`config.mk`:
```
export PLATFORM = sky130hd
export DESIGN_NAME = apb_buffer_slave
export DESIGN_NICKNAME = d
export VERILOG_FILES = /design/src/rtl/apb_buffer_slave.sv
export SDC_FILE = /design/constraint.sdc
export NUM_CORES = 1
export LEC_CHECK = 0
export ABC_AREA = 1
export CAP_MARGIN = 10
export CORE_UTILIZATION = 50
export DETAILED_ROUTE_END_ITERATION = 6
export PLACE_DENSITY = 0.75
export SLEW_MARGIN = 20
export SYNTH_ARGS = -nofsm -noshare
export SYNTH_HDL_FRONTEND = slang
export SYNTH_SLANG_ARGS = --single-unit
```
`constraint.sdc`:
```
create_clock -name PCLK -period 1.7 [get_ports PCLK]
set_input_delay 0.51 -clock PCLK [delete_from_list [all_inputs] [get_ports PCLK]]
set_output_delay 0.51 -clock PCLK [all_outputs]
set_load 0.1 [all_outputs]
```
`src/rtl/apb_buffer_slave.sv`:
```
// apb_buffer_slave: APB completer that pushes write data into a FIFO and reports write-data parity
module apb_buffer_slave #(
  parameter int m           = 8,
  parameter int DEPTH       = 4,
  parameter int WAIT_CYCLES = 1
) (
  input  logic                     PCLK,
  input  logic                     PRESET,
  input  logic                     PSEL,
  input  logic                     PENABLE,
  input  logic                     PWRITE,
  input  logic [m-1:0]             PWDATA,
  output logic                     PREADY,
  output logic                     PRDATA,
  output logic [m-1:0]             o_rd_data,
  output logic                     o_empty,
  output logic                     o_full,
  output logic [$clog2(DEPTH):0]   o_count,
  input  logic                     i_rd_pop
);
  localparam int AW = $clog2(DEPTH);
  typedef enum logic [1:0] {S_IDLE, S_WAIT, S_DONE} state_t;
  state_t          r_state, w_next;
  logic [3:0]      r_cnt, w_cnt_next;
  logic            r_pready, r_prdata;
  logic [m-1:0]    r_mem [DEPTH];
  logic [AW-1:0]   r_wr_ptr, r_rd_ptr, w_rd_ptr_inc;
  logic [AW:0]     r_count, w_count_next;
  logic [m-1:0]    r_rd_data, w_head_next;
  logic            w_push, w_pop;
  assign w_push       = (r_state == S_DONE) && PWRITE;
  assign w_pop        = i_rd_pop && !o_empty;
  assign w_rd_ptr_inc = r_rd_ptr + 1'b1;
  assign o_empty      = r_count == '0;
  assign o_full       = r_count == (AW+1)'(DEPTH);
  assign o_count      = r_count;
  assign o_rd_data    = r_rd_data;
  assign PREADY       = r_pready;
  assign PRDATA       = r_prdata;
  // Transfer sequencing: setup -> wait states (plus stalls while full) -> one-cycle completion
  always_comb begin
    w_next     = r_state;
    w_cnt_next = r_cnt;
    if (r_state == S_IDLE) begin
      if (PSEL && !PENABLE) begin
        w_next     = S_WAIT;
        w_cnt_next = 4'(WAIT_CYCLES);
      end
    end else if (r_state == S_WAIT) begin
      if (!PSEL) w_next = S_IDLE;
      else if (r_cnt != 4'd0) w_cnt_next = r_cnt - 4'd1;
      else if (!PWRITE || !o_full) w_next = S_DONE;
    end else begin
      w_next = S_IDLE;
    end
  end
  // State, wait counter and registered PREADY (high exactly while in DONE)
  always_ff @(posedge PCLK or negedge PRESET) begin
    if (!PRESET) begin
      r_state  <= S_IDLE;
      r_cnt    <= 4'd0;
      r_pready <= 1'b0;
    end else begin
      r_state  <= w_next;
      r_cnt    <= w_cnt_next;
      r_pready <= w_next == S_DONE;
    end
  end
  // Storage array; contents need no reset since occupancy gates every read
  always_ff @(posedge PCLK) begin
    if (w_push) r_mem[r_wr_ptr] <= PWDATA;
  end
  // Next occupancy and next head value; a pop of the last entry with a push bypasses PWDATA
  always_comb begin
    w_count_next = (w_push && !w_pop) ? r_count + 1'b1 :
                   (w_pop && !w_push) ? r_count - 1'b1 : r_count;
    w_head_next  = w_pop ? ((r_count != (AW+1)'(1)) ? r_mem[w_rd_ptr_inc] :
                            (w_push ? PWDATA : r_rd_data)) :
                   ((w_push && o_empty) ? PWDATA : r_rd_data);
  end
  // Pointers, occupancy, registered head and parity status
  always_ff @(posedge PCLK or negedge PRESET) begin
    if (!PRESET) begin
      r_wr_ptr  <= '0;
      r_rd_ptr  <= '0;
      r_count   <= '0;
      r_rd_data <= '0;
      r_prdata  <= 1'b0;
    end else begin
      r_wr_ptr  <= w_push ? r_wr_ptr + 1'b1 : r_wr_ptr;
      r_rd_ptr  <= w_pop ? w_rd_ptr_inc : r_rd_ptr;
      r_count   <= w_count_next;
      r_rd_data <= w_head_next;
      r_prdata  <= w_push ? ^PWDATA : r_prdata;
    end
  end
endmodule

```
==> flow_metrics.env, run 1 <==
export IMPL_ys_types=25
export IMPL_grt_antenna_before_repair=0
export IMPL_cp_end_kind="primary output"
export IMPL_power_frac_clock_pct=10.6
export IMPL_async_flop_share_pct=41.82
export IMPL_seqPwrFrac_pct=29.2
export IMPL_grtUsageMet3_pct=4.101
export IMPL_power_frac_comb_pct=60.2
export IMPL_grt_usage_pct=23.31
export IMPL_arrival_ns=1.41
export IMPL_root_buffer="clkbuf_8"
export IMPL_syn_avg_cell_area_sq_um=8.981
export IMPL_internal_power_w=0.003518
export IMPL_drtPass1Iterations=4
export IMPL_max_cap_viol_count=0
export IMPL_core_area_sq_mm=0.005172
export IMPL_dp_hpwl_mm=4.466
export IMPL_fp_dieH_um=75.78
export IMPL_path_class="flop to primary output"
export IMPL_status="finished with violations"
export IMPL_routed_wl_mm=6.211
export IMPL_numCtsBuffers=5
export IMPL_setup_ws_ns=-0.2239
export IMPL_yosysSeqAreaShare_pct=56.46
export IMPL_yosys_area_top_type="edfxtp_1"
export IMPL_syn_inst=303
export IMPL_place_area_sq_mm=0.003511
export IMPL_fin_area_sq_mm=0.003701
export IMPL_report_final_slew_viol_count=0
export IMPL_violations="setup timing"
export IMPL_die_area_sq_mm=0.005742
export IMPL_p_per_area_mw_per_mm2=1848
export IMPL_cts_clk_slew_worst_paths_ns=0.10
export IMPL_tightest_slew_ns=0.3213
export IMPL_start_util_pct=52.61
export IMPL_clockBufferDepth=2
export IMPL_clock_sinks=55
export IMPL_nets=399
export IMPL_crit_path_max_fanout=3
export IMPL_ys_seq_elements=55
export IMPL_peakVddDrop_mv=1.389
export IMPL_ys_warn_count=0
export IMPL_finalHoldViolations=0
export IMPL_syn_area_sq_mm=0.002721
export IMPL_drt_antenna_violating_nets=0
export IMPL_synth_area_leaders="edfxtp_1, dfrtp_1, nand2_1"
export IMPL_syn_nets=328
export IMPL_grt_use_met1_pct=30.01
export IMPL_yosysTopAreaCellShare_pct=35.31
export IMPL_fmax_mhz=519.8
export IMPL_final_util_pct=71.55
export IMPL_viasPerCell=4.937
export IMPL_slew_headroom_pct=78.58
export IMPL_grt_first_pass_wirelength_mm=9.556
export IMPL_die_w_um=75.78
export IMPL_drc=0
export IMPL_p_leak_nw=1.760
export IMPL_grt_remaining_overflow=0
export IMPL_io_buffers=28
export IMPL_gp_congestion=0.9235
export IMPL_pre_cts_ws_ns=-0.4202
export IMPL_switchingPower_w=0.003320
export IMPL_grt_max_degree=24
export IMPL_use_met2_pct=38.64
export IMPL_start_kind="flop"
export IMPL_drt_iter0_drc=110
export IMPL_wire_per_inst_um=13.96
export IMPL_io_pins=29
export IMPL_synth_edf_count=32
export IMPL_fin_skew_ns=0.007401
export IMPL_rows=26
export IMPL_n_antenna_cell=0
export IMPL_grt_setup_unrepaired="yes"
export IMPL_yosysMostFrequentCell="nand2_1"
export IMPL_min_period_ns=1.924
export IMPL_switching_share_pct=48.55
export IMPL_fin_tns_setup_ns=-1.219
export IMPL_dominantRegCellSynth="edfxtp_1"
export IMPL_vias=2197
export IMPL_holdCritPathClass="primary input to async pin"
export IMPL_area_growth_pct=36.00
export IMPL_report_final_setup_viol=12
export IMPL_htreeDepth=2
export IMPL_grt_pass1_vias=2042
export IMPL_cts_tree="built"
export IMPL_busiest_layer="met2"
export IMPL_fin_hold_ws_ns=0.5506
export IMPL_drive_above_1_share_pct=24.80
export IMPL_clk_latency_ns=0.31
export IMPL_required_ns=1.19
export IMPL_post_route_period_util_pct=113.2
export IMPL_netlist_top_cells_count="nand2_1, edfxtp_1, inv_1"
-- path summary, 6_finish.rpt --
check	end	cells past startpoint	startpoint	slack, ns
max reg2reg	o_rd_data[3]$_DFFE_PN0P_	13	o_count[1]$_DFFE_PN0P_	-0.11
min reg2reg	o_rd_data[6]$_DFFE_PN0P_	2	o_rd_data[6]$_DFFE_PN0P_	0.55
min	PREADY$_DFF_PN0_	2	PRESET	0.55
max	o_empty	6	o_count[1]$_DFFE_PN0P_	-0.22
min in group PCLK	o_rd_data[6]$_DFFE_PN0P_	2	o_rd_data[6]$_DFFE_PN0P_	0.55
max in group asynchronous	o_count[1]$_DFFE_PN0P_	2	PRESET	0.88
-- metal layers --
metal | wire, um | up-vias
met1 | 2770 | 1048
met2 | 3080 | 43
met4 | 160 | 0
li1 | - | 1092
met5 | 0 | -
met3 | 199 | 14
-- timing repair --
action                     in CTS  in global routing
setup endpoints to repair      37                 12
gates cloned                    1                  0
resized for setup               2                  9
pin swaps                       3                  2
hold buffers                    0                  0
buffers inserted                7                  2
-- registers in the layout, indices dropped and copies added (netlist names) --
name       count
r_mem         32
r_wr_ptr       2
r_cnt          4
r_state        2
o_rd_data      8
PRDATA         1
PREADY         1
r_rd_ptr       2
o_count        3
-- layout by cell type, fill, tap and decap left out --
cell type / synthesis / layout
inv_2: 3 / 3
dfrtp_2: 0 / 1
nand2_2: 3 / 10
a21oi_4: 1 / 1
xor2_1: 4 / 4
dfrtp_4: 0 / 2
ha_1: 11 / 8
dfrtp_1: 23 / 20
buf_6: 0 / 3
inv_6: 0 / 1
nor2_1: 18 / 17
nor2_2: 0 / 1
buf_12: 0 / 16
nand3_1: 18 / 18
clkinv_4: 0 / 1
nor2_4: 1 / 1
clkbuf_1: 0 / 1
edfxtp_1: 32 / 32
nor3b_1: 1 / 1
clkinvlp_4: 0 / 2
inv_1: 32 / 27
nand2_8: 1 / 1
o21ai_1: 1 / 3
buf_4: 1 / 33
nand3b_1: 1 / 1
ha_4: 0 / 2
nand2_1: 134 / 127
nor3_1: 1 / 1
xnor2_1: 2 / 2
a21oi_2: 0 / 2
o21ai_0: 9 / 7
dlygate4sd2_1: 0 / 1
inv_4: 1 / 4
clkdlybuf4s50_1: 0 / 12
ha_2: 0 / 1
clkbuf_8: 0 / 5
nand2_4: 2 / 2
nor2_8: 1 / 1
-- metrics by stage --
| step | power, W | instances |
|---|---|---|
| global route | 0.007226 | 445 |
| finish | 0.006838 | 445 |
| global placement | 0.005777 | 427 |
| detailed placement | 0.005900 | 427 |
| floorplan | 0.004473 | 303 |
| CTS | 0.006762 | 443 |
-- cells by family after synthesis --
family          Yosys count  synth area share [%]
xor+xnor                  6                 1.931
fa+ha+maj                11                 5.057
compound gates           12                 2.620
buf+inv                  38                 5.517
flops                    55                 56.46
simple gates            181                 28.41
-- cell type report --
cell class,instances,area [sq um]
multi-input combinational,211,1095
tap,70,87.58
sequential,55,1545
timing repair buffer,65,730.7
clock buffer,6,72.57
clock inverter,2,16.27
fill,371,1471
inverter,36,153.9
-- power by group through the flow --
stage	Clock [W]	Sequential, W	Combinational, W
2_1_floorplan	0	0.00297	0.00150
3_3_place_gp	0	0.00200	0.00378
3_5_place_dp	0	0.00202	0.00388
4_1_cts	0.000744	0.00198	0.00403
5_1_grt	0.000775	0.00203	0.00442
6_report	0.000727	0.00200	0.00411
-- critical path, stage by stage (launching register included) --
cell and delay [ns]:
dfrtp_4 0.50, inv_4 0.08, ha_4 0.15, nand2_4 0.05, buf_6 0.12, clkinv_4 0.04
buf_12 0.16
(Power assumes the default switching activity.)
==> run 2, diff against run 1 <==
--- a/config.mk
+++ b/config.mk
@@ -9,7 +9,8 @@
 export CAP_MARGIN = 10
 export CORE_UTILIZATION = 50
 export DETAILED_ROUTE_END_ITERATION = 6
-export PLACE_DENSITY = 0.75
+export GPL_ROUTABILITY_DRIVEN = 0
+export PLACE_DENSITY = 0.84
 export SLEW_MARGIN = 20
 export SYNTH_ARGS = -nofsm -noshare
 export SYNTH_HDL_FRONTEND = slang
==> run 2 against run 1 <==
Compared with the run above:
- the run still ends with setup timing left
- sequential power about the same
- clock skew fell by 0.0019 ns
- cell count fell by 2.0%
- register-to-register slack better by 0.04 ns
- sequential cell count stayed put
- first-iteration DRC count grew 19%
- clock power increased by 5.1%
- sequential share of layout area grew 0.63 points
- die area unchanged
- non-clock buffer count fell by 9
- final area decreased by 1.5%
- combinational power shrank 4%
- largest power group unchanged
- highest routed layer unchanged
==> flow_metrics.env, run 2 (same netlist as run 1, synthesis figures left out) <==
export IMPL_status="finished with violations"
export IMPL_violations="setup timing"
export IMPL_arrival_ns=1.38
export IMPL_crit_path_max_fanout=3
export IMPL_cts_tree="built"
export IMPL_die_w_um=75.78
export IMPL_grt_setup_unrepaired="yes"
export IMPL_place_inst=425
export IMPL_clock_sinks=55
export IMPL_layout_commonest_cell="nand2_1"
export IMPL_slew_headroom_pct=79.27
export IMPL_largest_register_ffs=32
export IMPL_viasPerCell=4.963
export IMPL_numCtsBuffers=5
export IMPL_crit_chain="inv_4, ha_4, nand2_4, inv_6, buf_12"
export IMPL_n_antenna_cell=0
export IMPL_wire_per_inst_um=13.92
export IMPL_required_ns=1.19
export IMPL_clk_latency_ns=0.31
export IMPL_cp_end_kind="primary output"
export IMPL_dp_hpwl_mm=4.269
export IMPL_grt_max_degree=24
export IMPL_finalHoldViolations=0
export IMPL_switchingPower_w=0.003316
export IMPL_use_met2_pct=40.81
export IMPL_busiest_layer="met2"
export IMPL_report_final_slew_viol_count=0
export IMPL_top_register="r_mem"
export IMPL_worstReg2RegEnd="o_rd_data[1]$_DFFE_PN0P_"
export IMPL_p_leak_nw=1.727
export IMPL_fmax_mhz=530.1
export IMPL_grt_first_pass_wirelength_mm=9.653
export IMPL_fp_dieH_um=75.78
export IMPL_internal_power_w=0.003396
export IMPL_layout_common_cells="nand2_1, edfxtp_1, inv_1, buf_4, dfrtp_1"
export IMPL_reg2reg_slack_ns=-0.07
export IMPL_r2r_start="o_count[0]$_DFFE_PN0P_"
export IMPL_tightest_slew_ns=0.3110
export IMPL_slowest_delay_ns=0.50
export IMPL_finalPower_w=0.006712
export IMPL_drt_antenna_violating_nets=0
export IMPL_grt_remaining_overflow=0
export IMPL_fin_tns_setup_ns=-0.6421
export IMPL_core_area_sq_mm=0.005172
export IMPL_min_period_ns=1.886
export IMPL_nets=390
export IMPL_final_util_pct=70.49
export IMPL_grt_usage_pct=23.25
export IMPL_start_util_pct=52.61
export IMPL_io_buffers=28
export IMPL_root_buffer="clkbuf_8"
export IMPL_start_kind="flop"
export IMPL_p_per_area_mw_per_mm2=1841
export IMPL_power_frac_comb_pct=59.0
export IMPL_path_class="flop to primary output"
export IMPL_grt_use_met1_pct=27.60
export IMPL_switching_share_pct=49.41
export IMPL_grtUsageMet3_pct=5.820
export IMPL_clockBufferDepth=2
export IMPL_holdCritPathClass="primary input to async pin"
export IMPL_report_final_setup_viol=9
export IMPL_htreeDepth=2
export IMPL_rows=26
export IMPL_cts_clk_slew_worst_paths_ns=0.10
export IMPL_fin_skew_ns=0.005533
export IMPL_drive_above_1_share_pct=22.95
export IMPL_holdBufCountCts=0
export IMPL_power_frac_clock_pct=11.4
export IMPL_setup_ws_ns=-0.1865
export IMPL_drt_iter0_drc=131
export IMPL_routed_wl_mm=6.069
export IMPL_area_growth_pct=33.98
export IMPL_vias=2164
export IMPL_post_route_period_util_pct=111.0
export IMPL_drc=0
export IMPL_grt_pass1_vias=2181
export IMPL_io_pins=29
export IMPL_peakVddDrop_mv=1.065
export IMPL_reg2reg_depth=9
export IMPL_crit_slowest_cell="dfrtp_4"
export IMPL_die_area_sq_mm=0.005742
export IMPL_grt_antenna_before_repair=0
export IMPL_seqPwrFrac_pct=29.7
export IMPL_max_cap_viol_count=0
export IMPL_layout_cells_non_filler=436
export IMPL_drtPass1Iterations=4
[run 2: cell type report]
| cell class | instances | area (sq um) |
|---|---|---|
| sequential | 55 | 1545 |
| fill | 343 | 1526 |
| multi-input combinational | 211 | 1110 |
| timing repair buffer | 56 | 650.6 |
| inverter | 36 | 156.4 |
| tap | 70 | 87.58 |
| clock buffer | 5 | 68.82 |
| clock inverter | 3 | 27.53 |
[run 2: per-stage QoR]
step                      instance area [sq um]  hold slack, ns  worst slack, ns
after floorplan                            2783          0.2144          -0.1716
after global placement                     3483          0.5141          -0.3315
after detailed placement                   3483          0.5256          -0.3870
after CTS                                  3610          0.5493          -0.1930
after global routing                       3646          0.5680          -0.2199
final                                      3646          0.5478          -0.1865
[run 2: repair_timing]
item	in CTS	in global routing
endpoints found under the setup margin	14	44
pin swaps	3	1
setup buffers	1	1
cloned	1	0
resized for setup	3	7
[run 2: layer usage]
metal / vias up / wire length, um
met5: - / 0
met4: 0 / 129
met1: 985 / 2495
li1: 1081 / -
met3: 13 / 312
met2: 85 / 3132
[run 2: power by group through the flow]
stage / registers [W] / clock network, W / logic [W]
6_report: 0.00199 / 0.000764 / 0.00396
5_1_grt: 0.00202 / 0.000814 / 0.00423
4_1_cts: 0.00199 / 0.000770 / 0.00387
3_5_place_dp: 0.00202 / 0 / 0.00381
3_3_place_gp: 0.00200 / 0 / 0.00369
2_1_floorplan: 0.00297 / 0 / 0.00150
[run 2: worst max-delay path by stage]
stage,from,cells past startpoint,to
finish,o_count[1]$_DFFE_PN0P_,5,o_empty
global route,o_count[1]$_DFFE_PN0P_,5,o_empty
CTS,o_count[1]$_DFFE_PN0P_,5,o_empty
detailed placement,PWRITE,11,o_rd_data[5]$_DFFE_PN0P_
global placement,PWRITE,11,o_rd_data[0]$_DFFE_PN0P_
floorplan,o_count[1]$_DFFE_PN0P_,4,o_full
[run 2: worst max-delay path, delay by kind of cell (launching register included)]
family | cells | cell delay, ns
adders and majority gates | 1 | 0.15
and+or+nand+nor | 1 | 0.08
DFF | 1 | 0.50
buffers and inverters | 3 | 0.32
